--- src/rtl/sparc_mem_pkg.sv ---
// sparc_mem_pkg: shared definitions for the SPARC memory stage.
//   - access-size encodings carried by mem_access_size
//   - trap cause encodings reported on trap_cause
//   - load/store unit FSM state encoding
//   - alignment helper used at bundle accept
package sparc_mem_pkg;

  localparam logic [1:0] SZ_BYTE  = 2'b00;
  localparam logic [1:0] SZ_HALF  = 2'b01;
  localparam logic [1:0] SZ_WORD  = 2'b10;
  localparam logic [1:0] SZ_DWORD = 2'b11;

  localparam logic [1:0] CAUSE_NONE     = 2'b00;
  localparam logic [1:0] CAUSE_MISALIGN = 2'b01;
  localparam logic [1:0] CAUSE_ILLEGAL  = 2'b10;
  localparam logic [1:0] CAUSE_TIMEOUT  = 2'b11;

  typedef enum logic [1:0] {
    ST_IDLE  = 2'b00,
    ST_BEAT0 = 2'b01,
    ST_BEAT1 = 2'b10
  } lsu_state_e;

  // True when the low effective-address bits violate natural alignment.
  function automatic logic is_misaligned(input logic [1:0] size, input logic [2:0] ea_lo);
    unique case (size)
      SZ_HALF:  is_misaligned = ea_lo[0];
      SZ_WORD:  is_misaligned = |ea_lo[1:0];
      SZ_DWORD: is_misaligned = |ea_lo;
      default:  is_misaligned = 1'b0;
    endcase
  endfunction

endpackage

--- src/rtl/sparc_load_align.sv ---
// sparc_load_align: combinational load-data lane extraction.
//   rdata     - 32-bit word returned by data memory (big-endian)
//   offset    - EA[1:0]; offset 0 selects bits [31:24]
//   size      - access size (byte/half/word; double beats behave as word)
//   is_signed - sign-extend byte/half results
//   data      - extended 32-bit writeback value
module sparc_load_align
  import sparc_mem_pkg::*;
(
  input  logic [31:0] rdata,
  input  logic [1:0]  offset,
  input  logic [1:0]  size,
  input  logic        is_signed,
  output logic [31:0] data
);

  logic [7:0]  byte_lane;
  logic [15:0] half_lane;

  // NOTE: every signal written in an always_comb gets a default first, so no
  // path leaves it unassigned and no latch is inferred.
  always_comb begin
    byte_lane = rdata[31:24];
    unique case (offset)
      2'd0: byte_lane = rdata[31:24];
      2'd1: byte_lane = rdata[23:16];
      2'd2: byte_lane = rdata[15:8];
      2'd3: byte_lane = rdata[7:0];
    endcase
    half_lane = offset[1] ? rdata[15:0] : rdata[31:16];

    data = rdata;
    unique case (size)
      SZ_BYTE: data = {{24{is_signed & byte_lane[7]}}, byte_lane};
      SZ_HALF: data = {{16{is_signed & half_lane[15]}}, half_lane};
      default: data = rdata;
    endcase
  end

endmodule

--- src/rtl/sparc_load_store_unit.sv ---
// sparc_load_store_unit: memory-stage responder between decode and writeback.
//   Decode side : in_valid/in_ready, mem_read, mem_write, mem_access_size,
//                 mem_access_signed, src_a/src_b/src_c/src_hi, rd
//   Memory side : dmem_req/we/addr/be/wdata out, dmem_ack/dmem_rdata in
//   Writeback   : wb_valid pulse with wb_rd/wb_data
//   Traps       : trap_valid pulse with trap_cause/trap_addr
// Computes the effective address, checks alignment, drives big-endian byte
// lanes, splits doubles into two word beats and extends load data.
// Optional build macro MEM_TIMEOUT_EN: abandon a beat after TIMEOUT_CYCLES
// cycles without dmem_ack and raise a timeout trap.
module sparc_load_store_unit
  import sparc_mem_pkg::*;
#(
  parameter int unsigned TIMEOUT_CYCLES = 255,
  parameter int unsigned TO_W           = 8
) (
  input  logic        clk,
  input  logic        rst,
  input  logic        in_valid,
  output logic        in_ready,
  input  logic        mem_read,
  input  logic        mem_write,
  input  logic [1:0]  mem_access_size,
  input  logic        mem_access_signed,
  input  logic [31:0] src_a,
  input  logic [31:0] src_b,
  input  logic [31:0] src_c,
  input  logic [31:0] src_hi,
  input  logic [4:0]  rd,
  output logic        dmem_req,
  output logic        dmem_we,
  output logic [31:0] dmem_addr,
  output logic [3:0]  dmem_be,
  output logic [31:0] dmem_wdata,
  input  logic        dmem_ack,
  input  logic [31:0] dmem_rdata,
  output logic        wb_valid,
  output logic [4:0]  wb_rd,
  output logic [31:0] wb_data,
  output logic        trap_valid,
  output logic [1:0]  trap_cause,
  output logic [31:0] trap_addr
);

  if (2 ** TO_W <= TIMEOUT_CYCLES) begin : g_to_w_check
    $error("TO_W too narrow for TIMEOUT_CYCLES");
  end

  lsu_state_e  state_q, state_d;
  logic        req_q, req_d, we_q, we_d, is_load_q, is_load_d, signed_q, signed_d;
  logic [3:0]  be_q, be_d;
  logic [31:0] wdata_q, wdata_d, ea_q, ea_d, hi_q, hi_d;
  logic [4:0]  rd_q, rd_d;
  logic [1:0]  size_q, size_d;
  logic        wb_valid_q, wb_valid_d, trap_valid_q, trap_valid_d;
  logic [4:0]  wb_rd_q, wb_rd_d;
  logic [31:0] wb_data_q, wb_data_d, trap_addr_q, trap_addr_d;
  logic [1:0]  trap_cause_q, trap_cause_d;

  logic        accept, illegal, misalign, ack_seen, timeout_hit;
  logic [31:0] ea_in, load_data;
  logic [3:0]  st_be;
  logic [31:0] st_wdata;

  assign in_ready = (state_q == ST_IDLE);
  assign accept   = in_valid & in_ready & (mem_read | mem_write);
  assign ea_in    = mem_read ? (src_a + src_b) : (src_b + src_c);
  assign illegal  = (mem_read & mem_write) |
                    (mem_read & (mem_access_size == SZ_DWORD) & rd[0]);
  assign misalign = is_misaligned(mem_access_size, ea_in[2:0]);
  assign ack_seen = req_q & dmem_ack;

`ifdef MEM_TIMEOUT_EN
  logic [TO_W-1:0] to_cnt_q, to_cnt_d;
  // Counter reads k on the (k+1)th waiting cycle, so the limit is LIMIT-1.
  assign timeout_hit = req_q & ~dmem_ack & (to_cnt_q == TO_W'(TIMEOUT_CYCLES - 1));
  always_comb begin
    to_cnt_d = '0;
    if (req_q && !dmem_ack) to_cnt_d = to_cnt_q + 1'b1;
  end
  always_ff @(posedge clk or posedge rst) begin
    if (rst) to_cnt_q <= '0;
    else     to_cnt_q <= to_cnt_d;
  end
`else
  assign timeout_hit = 1'b0;
`endif

  sparc_load_align u_align (
    .rdata     (dmem_rdata),
    .offset    (ea_q[1:0]),
    .size      (size_q),
    .is_signed (signed_q),
    .data      (load_data)
  );

  // Store lane steering; loads always fetch the whole word.
  always_comb begin
    st_be    = 4'b1111;
    st_wdata = src_a;
    if (mem_write) begin
      unique case (mem_access_size)
        SZ_BYTE: begin
          st_be    = 4'b1000 >> ea_in[1:0];
          st_wdata = {4{src_a[7:0]}};
        end
        SZ_HALF: begin
          st_be    = ea_in[1] ? 4'b0011 : 4'b1100;
          st_wdata = {2{src_a[15:0]}};
        end
        default: ;
      endcase
    end
  end

  // State register
  // NOTE: sequential state uses non-blocking assignments so every flop
  // samples pre-edge values regardless of statement order.
  always_ff @(posedge clk or posedge rst) begin
    if (rst) state_q <= ST_IDLE;
    else     state_q <= state_d;
  end

  // Next-state logic
  always_comb begin
    state_d = state_q;
    unique case (state_q)
      ST_IDLE:  if (accept && !illegal && !misalign) state_d = ST_BEAT0;
      ST_BEAT0: if (ack_seen) state_d = (size_q == SZ_DWORD) ? ST_BEAT1 : ST_IDLE;
                else if (timeout_hit) state_d = ST_IDLE;
      ST_BEAT1: if (ack_seen || timeout_hit) state_d = ST_IDLE;
      default:  state_d = ST_IDLE;
    endcase
  end

  // Output / datapath logic
  always_comb begin
    req_d        = req_q;
    we_d         = we_q;
    be_d         = be_q;
    wdata_d      = wdata_q;
    ea_d         = ea_q;
    hi_d         = hi_q;
    rd_d         = rd_q;
    is_load_d    = is_load_q;
    size_d       = size_q;
    signed_d     = signed_q;
    wb_valid_d   = 1'b0;
    wb_rd_d      = wb_rd_q;
    wb_data_d    = wb_data_q;
    trap_valid_d = 1'b0;
    trap_cause_d = trap_cause_q;
    trap_addr_d  = trap_addr_q;

    unique case (state_q)
      ST_IDLE: begin
        if (accept) begin
          if (illegal || misalign) begin
            trap_valid_d = 1'b1;
            trap_cause_d = illegal ? CAUSE_ILLEGAL : CAUSE_MISALIGN;
            trap_addr_d  = ea_in;
          end else begin
            req_d     = 1'b1;
            we_d      = mem_write;
            be_d      = st_be;
            wdata_d   = st_wdata;
            ea_d      = ea_in;
            hi_d      = src_hi;
            rd_d      = rd;
            is_load_d = mem_read;
            size_d    = mem_access_size;
            signed_d  = mem_access_signed;
          end
        end
      end
      default: begin
        if (ack_seen) begin
          req_d = 1'b0;
          if (is_load_q) begin
            wb_valid_d = 1'b1;
            wb_rd_d    = (state_q == ST_BEAT1) ? (rd_q | 5'd1) : rd_q;
            wb_data_d  = load_data;
          end
          // Set up the odd-word beat; its request rises after one idle cycle.
          if (state_q == ST_BEAT0 && size_q == SZ_DWORD) begin
            ea_d    = ea_q + 32'd4;
            wdata_d = hi_q;
          end
        end else if (timeout_hit) begin
          req_d        = 1'b0;
          trap_valid_d = 1'b1;
          trap_cause_d = CAUSE_TIMEOUT;
          trap_addr_d  = ea_q;
        end else if (!req_q) begin
          req_d = 1'b1;
        end
      end
    endcase
  end

  always_ff @(posedge clk or posedge rst) begin
    if (rst) begin
      req_q        <= 1'b0;
      we_q         <= 1'b0;
      be_q         <= '0;
      wdata_q      <= '0;
      ea_q         <= '0;
      hi_q         <= '0;
      rd_q         <= '0;
      is_load_q    <= 1'b0;
      size_q       <= SZ_BYTE;
      signed_q     <= 1'b0;
      wb_valid_q   <= 1'b0;
      wb_rd_q      <= '0;
      wb_data_q    <= '0;
      trap_valid_q <= 1'b0;
      trap_cause_q <= CAUSE_NONE;
      trap_addr_q  <= '0;
    end else begin
      req_q        <= req_d;
      we_q         <= we_d;
      be_q         <= be_d;
      wdata_q      <= wdata_d;
      ea_q         <= ea_d;
      hi_q         <= hi_d;
      rd_q         <= rd_d;
      is_load_q    <= is_load_d;
      size_q       <= size_d;
      signed_q     <= signed_d;
      wb_valid_q   <= wb_valid_d;
      wb_rd_q      <= wb_rd_d;
      wb_data_q    <= wb_data_d;
      trap_valid_q <= trap_valid_d;
      trap_cause_q <= trap_cause_d;
      trap_addr_q  <= trap_addr_d;
    end
  end

  assign dmem_req   = req_q;
  assign dmem_we    = we_q;
  assign dmem_addr  = {ea_q[31:2], 2'b00};
  assign dmem_be    = be_q;
  assign dmem_wdata = wdata_q;
  assign wb_valid   = wb_valid_q;
  assign wb_rd      = wb_rd_q;
  assign wb_data    = wb_data_q;
  assign trap_valid = trap_valid_q;
  assign trap_cause = trap_cause_q;
  assign trap_addr  = trap_addr_q;

endmodule

--- config.mk ---
export PLATFORM = sky130hd
export DESIGN_NAME = sparc_load_store_unit
export DESIGN_NICKNAME = d
export VERILOG_FILES = /design/src/rtl/sparc_mem_pkg.sv /design/src/rtl/sparc_load_align.sv /design/src/rtl/sparc_load_store_unit.sv
export SDC_FILE = /design/constraint.sdc
export NUM_CORES = 1
export LEC_CHECK = 0
export ABC_AREA = 1
export CORE_MARGIN = 3
export CORE_UTILIZATION = 49
export DETAILED_ROUTE_END_ITERATION = 16
export PLACE_DENSITY = 0.84
export SKIP_LAST_GASP = 1
export SYNTH_ARGS = -nofsm -noshare
export SYNTH_HDL_FRONTEND = slang
export SYNTH_SLANG_ARGS = --single-unit
--- constraint.sdc ---
create_clock -name clk -period 19.2 [get_ports clk]
set_input_delay 3.84 -clock clk [delete_from_list [all_inputs] [get_ports clk]]
set_output_delay 3.84 -clock clk [all_outputs]
set_load 0.03 [all_outputs]
==> flow_summary_export.csv <==
group,metric,value,unit
grt,grt-ovfl-total,0,
grt,track_usage,32.5,%
logic_synthesis,ys_types,51,
cts,hold_buffers,0,
grt,met3_usage,7.71,%
drt,vias_per_cell,5.55,
sta,worst_pin_slew,1.27,ns
logic_synthesis,synth_area,12100,sq um
critical_path,critPathMaxFanout,59,
die,start_util,50.7,%
min_path,min_path_cells,2,
sta,report.final.slew_viol_count,0,
cts,h-tree-depth,4,
drt,via_count,13000,
sta,rsz0062_at_grt,"false",
cts,clkSinkCount,186,
place,io_buffers,315,
die,fp.dieArea,26600,sq um
place,dp_hpwl,34100,um
cts,cts_made_buffers,17,
finish,n_fill_cell,2054,
cts,cts.clk_slew.worst_paths,0.08,ns
grt,grt_antenna_before_repair,1,
sta,fin_ws,11.61,ns
place,dp.cells,2307,
cts,clock_latency,0.44,ns
drt,drt_iter0_markers,1649,
finish,final_cell_mix,"675 x nand2_1, 315 x clkdlybuf4s50_1, 186 x dfrtp_1",
logic_synthesis,synth-seq-area-share,38.4,%
logic_synthesis,yosysTopAreaCell,"dfrtp_1",
grt,grt_use_met1,44.0,%
critical_path,required,19.49,ns
logic_synthesis,synth_seq_cells,186,
sta,period_share,39.5,%
sta,max_freq,132,MHz
critical_path,r2r_cells,7,
drt,ant_nets,0,
place,place_ws,11.21,ns
pwr,p_leak,7.80,nW
finish,drive_above_1_share,4.01,%
critical_path,path_cells,"clkdlybuf4s50_1, inv_4, o21ai_0, ha_1, fa_1, nand2_1, nand2_1, o21ai_1, nand2_1, nand2_4, inv_2, nor2_4, inv_2, nand2_1, o21ai_0",
die,rows,56,
sta,finalSetupViolCount,0,
grt,grt_pass1_wl,67100,um
critical_path,cp-end-kind,"flip-flop",
pwr,ir_drop,0.0742,mV
finish,finalNetCount,2214,
logic_synthesis,synth_top_area_share,38.4,%
sta,holdWs,0.470,ns
place,gp_congestion,1.02,
critical_path,slowest_stage,"clkdlybuf4s50_1",
critical_path,criticalPathCategory,"in2reg",
pwr,power,2.38,mW
critical_path,critPathLaunchType,"primary input",
die,core_area,23900,sq um
min_path,holdCritPathClass,"reg2reg",
finish,post-route-util,65.7,%
logic_synthesis,syn_inst,1765,
die,dieWidth,163,um
cts,post_cts_buffers,0,
place,post_dp_cell_area,15100,sq um
drt,first_pass_iters,6,
grt,first_global_vias,12200,
finish,fin_area,15700,sq um
logic_synthesis,avgSynthCellArea,6.86,sq um
run,cap_violations,0,
sta,setup_tns,0,ns
critical_path,cpPeakStageDelay,0.63,ns
grt,top_usage_layer,"met2",
die,die_y,163,um
critical_path,critical_path_arrival,7.88,ns
die,io-pin-count,318,
outcome,status,"complete, no violations",
cts,cts_tree,"yes",
grt,met2_usage,50.9,%
cts,ctsRootBufferMaster,"clkbuf_16",
grt,grt_start_max_net_pins,110,
finish,stdcell_count,2340,
sta,post-route-min-period,7.59,ns
cts,cts_max_path_buffers,2,
finish,final_common_cell,"nand2_1",
drt,post-route-drc-count,0,
sta,skew,0.0115,ns
critical_path,crit_top_cell,"nand2_1",
cts,cts_resized,0,
logic_synthesis,ys_warn_count,0,
finish,multi_input_area,6110,sq um
logic_synthesis,synthTopCellsByArea,"dfrtp_1 38%, nand2_1 21%, inv_1 5.7%, a21oi_1 4.2%, nor2_1 4.2%",
finish,syn_to_final_growth,29.7,%
sta,finalHoldViolCount,0,
drt,drt-total-wl,44100,um
finish,seqCellArea,4650,sq um
pwr,p_per_area,151,nW/um^2
drt,wl_per_cell,18.9,um
sta,slew_headroom,15.7,%
[state kept, by name, summed over array words and instances, names as in the netlist, 2 cells and up]
signal	cells
ea_q	32
wb_rd	5
hi_q	32
dmem_be	4
state_q	2
rd_q	5
wb_data	32
trap_cause	2
dmem_wdata	32
trap_addr	32
size_q	2
[cells in the mapped netlist (all sizes together)]
master / instances
and2: 2
xor2: 17
or2: 4
nand2: 681
nor4: 2
buf: 75
nand3b: 7
nand4: 12
ha: 32
nand3: 71
inv: 193
o21ai: 88
o31ai: 1
mux2i: 1
a31oi: 28
a21o: 1
dfrtp: 186
xnor2: 5
fa: 1
a32oi: 1
clkbuf: 24
o21bai: 2
conb: 1
o21a: 3
nor3: 22
o22ai: 28
a21boi: 1
o211ai: 11
nor2: 149
a22oi: 4
a221oi: 6
clkinv: 2
a21oi: 103
a2bb2oi: 1
[critical path: cells and delay by family]
| family | cells | cell delay (ns) |
|---|---|---|
| buffers and inverters | 4 | 1.70 |
| adder cells (fa/ha/maj) | 2 | 0.65 |
| AO/OA/AOI/OAI | 3 | 0.40 |
| AND/OR/NAND/NOR | 6 | 1.27 |
[area by class of cell]
class                      count  area share [%]
clock inverter                13           0.972
tap                          319            2.54
sequential                   186            29.6
inverter                     195            4.71
antenna                        1          0.0159
multi-input combinational   1286            38.9
clock buffer                  19            2.82
timing repair buffer         321            20.4
[power by group]
part	total (mW)	internal [mW]	switching, mW
clock	0.363	0.179	0.184
combinational	1.27	0.471	0.797
sequential	0.745	0.579	0.166
total	2.38	1.23	1.15
[cell families (layout without fill, tap and decap cells)]
family	Yosys count	after routing	share of synthesized area, %
adder cells (fa/ha/maj)	33	33	3.47
flip-flops	186	186	38.4
other	1	3	0.0310
buffers and inverters	294	548	11.1
multiplexers	1	1	0.0827
AO/OA/AOI/OAI	278	278	13.2
AND/OR/NAND/NOR	950	950	32.1
XOR/XNOR	22	22	1.59
[worst paths after layout]
check	slack [ns]	to	startpoint
max reg2reg	15.91	wb_data[15]$_DFFE_PP0P_	state_q[1]$_DFFE_PP0P_
min in group asynchronous	3.98	wb_valid$_DFF_PP0_	rst
min reg2reg	0.47	wb_rd[4]$_DFFE_PP0P_	rd_q[4]$_DFFE_PP0P_
min	0.47	wb_rd[4]$_DFFE_PP0P_	rd_q[4]$_DFFE_PP0P_
max in group asynchronous	13.59	trap_addr[4]$_DFFE_PP0P_	rst
max	11.61	trap_addr[14]$_DFFE_PP0P_	mem_read
[per-layer routing]
| layer | vias to the layer above | share of wire [%] |
|---|---|---|
| li1 | 6082 | - |
| met1 | 5973 | 40 |
| met2 | 826 | 45 |
| met3 | 108 | 11 |
| met4 | 2 | 4.0 |
| met5 | - | 0.016 |
Power figures use the tool's default switching activity.
